==> src/rtl/regfile_dual_write.sv <==
`default_nettype none
// ============================================================================
// Module      : regfile_dual_write
// Description : Parametrised register file with two write lanes, four
//               asynchronous read ports, a hard-wired zero register,
//               optional same-cycle write-to-read bypass and a per-register
//               pending (busy) bit for RAW-hazard stalling at issue.
//
// Ports
//   clk                 rising-edge clock
//   reset               asynchronous, active-low; clears storage and busy
//   we1/waddr1/wdata1   write lane 1 (older)
//   we2/waddr2/wdata2   write lane 2 (younger; wins on address conflict)
//   raddr0..3/rdata0..3 combinational read ports; address 0 reads zero
//   rsv_en/rsv_addr     mark a destination register pending
//   busy                pending bit per register; busy[0] is always 0
//
// Revision    : 1.0 - initial release
// ============================================================================
module regfile_dual_write #(
  parameter  int DATA_W   = 32,
  parameter  int NUM_REGS = 8,
  parameter  int BYPASS   = 1,
  localparam int ADDR_W   = $clog2(NUM_REGS)
) (
  input  logic              clk,
  input  logic              reset,
  input  logic              we1,
  input  logic [ADDR_W-1:0] waddr1,
  input  logic [DATA_W-1:0] wdata1,
  input  logic              we2,
  input  logic [ADDR_W-1:0] waddr2,
  input  logic [DATA_W-1:0] wdata2,
  input  logic [ADDR_W-1:0] raddr0,
  input  logic [ADDR_W-1:0] raddr1,
  input  logic [ADDR_W-1:0] raddr2,
  input  logic [ADDR_W-1:0] raddr3,
  output logic [DATA_W-1:0] rdata0,
  output logic [DATA_W-1:0] rdata1,
  output logic [DATA_W-1:0] rdata2,
  output logic [DATA_W-1:0] rdata3,
  input  logic              rsv_en,
  input  logic [ADDR_W-1:0] rsv_addr,
  output logic [NUM_REGS-1:0] busy
);

  localparam int NUM_RD = 4;

  // Register 0 has no storage: the array starts at index 1.
  logic [DATA_W-1:0]   mem_q [1:NUM_REGS-1];
  logic [DATA_W-1:0]   mem_d [1:NUM_REGS-1];
  logic [NUM_REGS-1:0] busy_q;
  logic [NUM_REGS-1:0] busy_d;

  logic [ADDR_W-1:0]   raddr_a [NUM_RD];
  logic [DATA_W-1:0]   rdata_a [NUM_RD];

  // --------------------------------------------------------------------------
  // Write next-state. Lane 2 is evaluated last so it overrides lane 1 when
  // both lanes target the same register.
  // --------------------------------------------------------------------------
  always_comb begin
    for (int i = 1; i < NUM_REGS; i++) begin
      mem_d[i] = mem_q[i];
      if (we1 && (waddr1 == ADDR_W'(i))) mem_d[i] = wdata1;
      if (we2 && (waddr2 == ADDR_W'(i))) mem_d[i] = wdata2;
    end
  end

  // --------------------------------------------------------------------------
  // Pending bits. A reservation beats a retiring write to the same register:
  // the reserving instruction is younger and still owes a writeback.
  // --------------------------------------------------------------------------
  always_comb begin
    busy_d    = busy_q;
    busy_d[0] = 1'b0;
    for (int i = 1; i < NUM_REGS; i++) begin
      if (rsv_en && (rsv_addr == ADDR_W'(i))) begin
        busy_d[i] = 1'b1;
      end else if ((we1 && (waddr1 == ADDR_W'(i))) ||
                   (we2 && (waddr2 == ADDR_W'(i)))) begin
        busy_d[i] = 1'b0;
      end
    end
  end

  always_ff @(posedge clk or negedge reset) begin
    if (!reset) begin
      for (int i = 1; i < NUM_REGS; i++) begin
        mem_q[i] <= '0;
      end
      busy_q <= '0;
    end else begin
      for (int i = 1; i < NUM_REGS; i++) begin
        mem_q[i] <= mem_d[i];
      end
      busy_q <= busy_d;
    end
  end

  // --------------------------------------------------------------------------
  // Read ports. Stored value is selected by a compare-mux so address 0 falls
  // through to zero without touching storage. Bypass is purely combinational
  // from the write inputs, so it remains active even while reset is low.
  // --------------------------------------------------------------------------
  assign raddr_a[0] = raddr0;
  assign raddr_a[1] = raddr1;
  assign raddr_a[2] = raddr2;
  assign raddr_a[3] = raddr3;

  always_comb begin
    for (int k = 0; k < NUM_RD; k++) begin
      rdata_a[k] = '0;
      for (int j = 1; j < NUM_REGS; j++) begin
        if (raddr_a[k] == ADDR_W'(j)) rdata_a[k] = mem_q[j];
      end
      if ((BYPASS != 0) && (raddr_a[k] != '0)) begin
        if (we2 && (waddr2 == raddr_a[k])) begin
          rdata_a[k] = wdata2;
        end else if (we1 && (waddr1 == raddr_a[k])) begin
          rdata_a[k] = wdata1;
        end
      end
    end
  end

  assign rdata0 = rdata_a[0];
  assign rdata1 = rdata_a[1];
  assign rdata2 = rdata_a[2];
  assign rdata3 = rdata_a[3];
  assign busy   = busy_q;

endmodule
`default_nettype wire

==> config.mk <==
export PLATFORM = sky130hd
export DESIGN_NAME = regfile_dual_write
export DESIGN_NICKNAME = d
export VERILOG_FILES = /design/src/rtl/regfile_dual_write.sv
export SDC_FILE = /design/constraint.sdc
export NUM_CORES = 1
export LEC_CHECK = 0
export BUFFER_PORTS_ARGS = -buffer_cell sky130_fd_sc_hd__buf_2
export CAP_MARGIN = 40
export CORE_ASPECT_RATIO = 0.6
export CORE_MARGIN = 5
export CORE_UTILIZATION = 29
export DETAILED_ROUTE_END_ITERATION = 6
export GPL_ROUTABILITY_DRIVEN = 0
export PLACE_DENSITY = 0.53
export SETUP_SLACK_MARGIN = 0.2
export SLEW_MARGIN = 0
export SYNTH_ARGS = -nofsm -noshare
export SYNTH_HDL_FRONTEND = slang
export SYNTH_SLANG_ARGS = --single-unit
==> constraint.sdc <==
create_clock -name clk -period 2.05 [get_ports clk]
set_clock_uncertainty 0.1 [all_clocks]
set_input_delay 0.41 -clock clk [delete_from_list [all_inputs] [get_ports clk]]
set_output_delay 0.41 -clock clk [all_outputs]
set_load 0.02 [all_outputs]
==> summary by stage <==
Timing
The max-slew violation total from the final report is 0. The final critical-path setup slack is -0.787 ns. The final period demand of the worst path is 2.84 ns. The slew at the pin closest to its max-slew limit is 0.655 ns. After layout, the worst path uses 138% of the clock period. After routing, the total negative slack on setup checks comes to -76.98 ns.

The final-report hold violation count is 0. Setup repair after global routing could not meet its margin everywhere. For this run, the top clock speed supported by timing is 0.353 GHz.

Headroom to the max-slew limit came out at 56.3%. The number of failing setup endpoints in the final timing report is 128.

Route
The DRC violation count after routing is 1. The sum of routed wire length over all layers is approximately 140,000 µm. The iteration count of the initial detailed-routing pass is 7. Using the TritonRoute via totals, the vias-per-cell ratio works out to between 6 and 7. Detailed routing inserted a total of 26,970 vias. The DRC violation total after the first TritonRoute iteration is 3,887.

In this run the remaining antenna-violating nets after routing total 0. The average routed wire per standard cell is 33.2 µm.

Worst setup path
STA classifies the critical path endpoint as a primary output. Data on the critical path arrives at its endpoint at roughly 2.3 ns. Of all nets on the critical path, the largest fanout is 3.

STA puts the critical path data required time at around 1.5 ns. STA classifies the critical path startpoint as a register. The worst setup path is of the reg2out kind.

Global route
Entering global routing, the biggest net connects 93 pins. The aggregate global-route resource usage is 32.3%. The initial antenna violation count is 3. The via count of the first global-routing pass is 26,062. The first global-routing pass estimated ~190,000 µm of wire. The total congestion overflow after global routing is 0.

Synth
For this run, asynchronously set or reset flops after synthesis account for 100%. The fraction of the yosys area taken by sequential cells is 26.9%. The unique cell type count in the Yosys netlist is 69. The number of synthesis warnings is 0. In this run, synthesis produced a sequential element count of ~230.

The prevailing post-synth register cell is dfrtp_1. In this run the mean area of a mapped cell was 8.24 µm². The synthesized netlist occupies a cell area of approximately 21,000 µm². After technology mapping, the gate count stands at 2,610. In this run, synthesis inferred 0 flip-flops with an integrated enable. Counting every net in the synthesized netlist gives 2,700.

Power and ir drop
The fraction of power consumed by sequential logic is 29.4%. The fraction of power consumed by combinational cells is around half. The net switching share of the total power is a little over two fifths. For this design the ratio of total power to cell area is 732 nW/µm².

The leakage dissipation is 14.9 nW. The clock network is responsible for 20.2% of the overall power. The net load switching power is about 11 mW. The worst-case IR drop observed on VDD is 0.000631 V. The total power consumption of the routed design is 25.3 mW. Internal power comes to 14.7 mW.

Hold path
The path class of the lowest-slack min-delay path is in2reg.

Floorplan
In this run the horizontal extent of the chip is ~360 µm. The starting density of the core is 29.2%. The number of core rows is between 70 and 80.

The die covers 79,800 µm². The die is 221 µm tall. After floorplanning, the core was sized to cover 73,500 µm². The number of ports placed on the die boundary is 226.

Status
The run finished, with violations left. The checks that failed: DRC, setup timing.

CTS
The CTS clock-pin slew for the worst setup and hold paths is ~0.070 ns. The number of clock buffers added by TritonCTS is 26. The master cell of the clock root buffer is clkbuf_16. The deepest level of the CTS H-tree is 1. The number of buffers between clock root and the deepest sink is 3. The number of clock sinks seen by CTS is 231. The clock network latency to the later pin of the worst-skew pair is 0.59 ns.

The clock tree from TritonCTS is yes.

Run
Across the run, the number of max-cap violations was 0.

Final layout
The layout-stage area growth over the synthesis result is 60.6%. The number of nets in the layout is 3,226. Registers take 5830 µm². Of the cells placed in the final design, the portion with a size suffix greater than 1 is between 40% and 50%. The total area of multi-input combinational cells is 17,500 µm².

After filler insertion, the fill cell instance count of the layout stands at 6,776.

Placement
The detailed-placement wirelength estimate is 96,600 µm. Input and output buffers added on the ports amount to 224.
==> timing repair <==
item                                    CTS  global route
pin swaps                               189           140
buffers inserted                         78            19
gates resized for setup                 552           190
endpoints found under the setup margin  128           129
hold buffers                              3             0
hold endpoints to repair                187             0
cloned                                   12             1
==> metal layers <==
metal	up-vias	global-route usage (%)	routed length, µm
met2	2231	44.7	54200
met5	-	0	13
li1	10931	-	-
met1	13213	43.2	54600
met4	2	16.2	8920
met3	593	13.1	20200
==> registers in the layout, summed over array words and instances (netlist names) <==
| name | count |
|---|---|
| busy | 7 |
| mem_q | 224 |
==> cell type report <==
class	count	share of cell area, %
Multi-Input combinational cell	2028	50.6
Timing Repair Buffer	835	26.2
Sequential cell	231	16.9
Tap cell	987	3.58
Clock buffer	38	2.10
Clock inverter	8	0.388
Inverter	14	0.174
Antenna cell	10	0.0725
==> Yosys cell counts (3+ instances only) <==
master | n | area, µm²
buf_6 | 17 | 191
o311ai_1 | 3 | 26.3
nor2_1 | 220 | 826
nor3_1 | 8 | 40.0
clkbuf_1 | 166 | 623
o2bb2ai_1 | 9 | 78.8
a22o_1 | 15 | 131
a211o_1 | 30 | 263
nand2_1 | 250 | 938
nand3_1 | 16 | 80.1
a221o_1 | 28 | 280
buf_4 | 40 | 300
mux2_2 | 113 | 1270
dfrtp_1 | 231 | 5780
mux2i_1 | 320 | 3200
nor2_2 | 4 | 25.0
nor4bb_1 | 3 | 30.0
a2bb2oi_1 | 24 | 210
buf_1 | 7 | 26.3
and4_1 | 4 | 35.0
or3_1 | 4 | 25.0
inv_1 | 14 | 52.6
a22oi_1 | 86 | 646
o22a_1 | 3 | 26.3
a221oi_1 | 93 | 815
a21boi_0 | 3 | 22.5
nor2b_1 | 23 | 144
o21ai_0 | 169 | 846
buf_2 | 105 | 526
a32oi_1 | 45 | 394
o21ai_1 | 27 | 135
a21oi_1 | 209 | 1050
nand2b_1 | 17 | 106
xnor2_1 | 24 | 210
o221ai_1 | 36 | 315
o22ai_1 | 107 | 669
nand4_1 | 7 | 43.8
nand4b_1 | 5 | 43.8
a21o_1 | 58 | 435
a31oi_1 | 10 | 62.6
a211oi_1 | 15 | 113
and3_1 | 4 | 25.0
==> cell families (layout without fill, tap and decap cells) <==
logic type	count (synthesis)	count (layout)	synth area share, %
other	1	11	0.0174
DFF	231	231	26.9
muxes	435	435	20.9
xor gates and xnor gates	24	24	0.978
AOI/OAI and AO/OA	982	982	30.9
buffers and inverters	352	895	8.25
and+or+nand+nor	585	586	12.0
==> per-stage QoR <==
stage          utilization (%)  setup slack (ns)  cells  hold WS, ns  cell area [µm²]
2_1_floorplan                -            -0.234   2610       0.0144            24000
3_3_place_gp              40.0            -0.809   3982        0.153            29400
3_5_place_dp              40.0            -0.826   3982        0.155            29400
4_1_cts                   45.5            -0.768   4121       0.0114            33500
5_1_grt                   46.9            -0.807   4141       0.0507            34500
6_report                  47.0            -0.787   4151       0.0205            34500
==> critical path, stage by stage (launching register included) <==
cell,delay (ns)
dfrtp_2,0.44
buf_6,0.13
mux2_4,0.28
a221oi_4,0.25
o221ai_2,0.14
a22o_2,0.33
buf_6,0.15
==> worst paths after layout <==
check,from,endpoint,slack (ns),cells past startpoint
min in group asynchronous,reset,mem_q[11],0.12,2
max in group asynchronous,reset,mem_q[215],0.78,3
setup reg to reg,busy[4],busy[4],0.79,3
hold reg to reg,busy[1],busy[1],0.40,2
hold / removal,rsv_addr[0],busy[3],0.02,3
setup / recovery,mem_q[219],rdata1[27],-0.79,6
==> power by group through the flow <==
| stage | Combinational, mW | Sequential [mW] | Clock, mW |
|---|---|---|---|
| floorplan | 6.41 | 6.62 | 0 |
| global placement | 10.0 | 7.15 | 0 |
| detailed placement | 10.2 | 7.21 | 0 |
| CTS | 11.9 | 7.22 | 5.13 |
| global route | 13.2 | 7.48 | 5.23 |
| finish | 12.7 | 7.43 | 5.11 |
==> layout by cell type (no fill, tap or decap), types with 56 or more instances in the layout <==
| cell type | synthesis | layout |
|---|---|---|
| dfrtp_1 | 231 | 193 |
| o21ai_1 | 27 | 56 |
| mux2_4 | 0 | 76 |
| buf_12 | 2 | 144 |
| a21oi_1 | 209 | 179 |
| buf_2 | 105 | 78 |
| mux2i_1 | 320 | 314 |
| buf_6 | 17 | 202 |
| a221oi_2 | 0 | 60 |
| buf_4 | 40 | 379 |
| nand2_1 | 250 | 236 |
| nor2_1 | 220 | 205 |
| o21ai_0 | 169 | 131 |
Note: power is estimated with default switching activity, not from simulation.
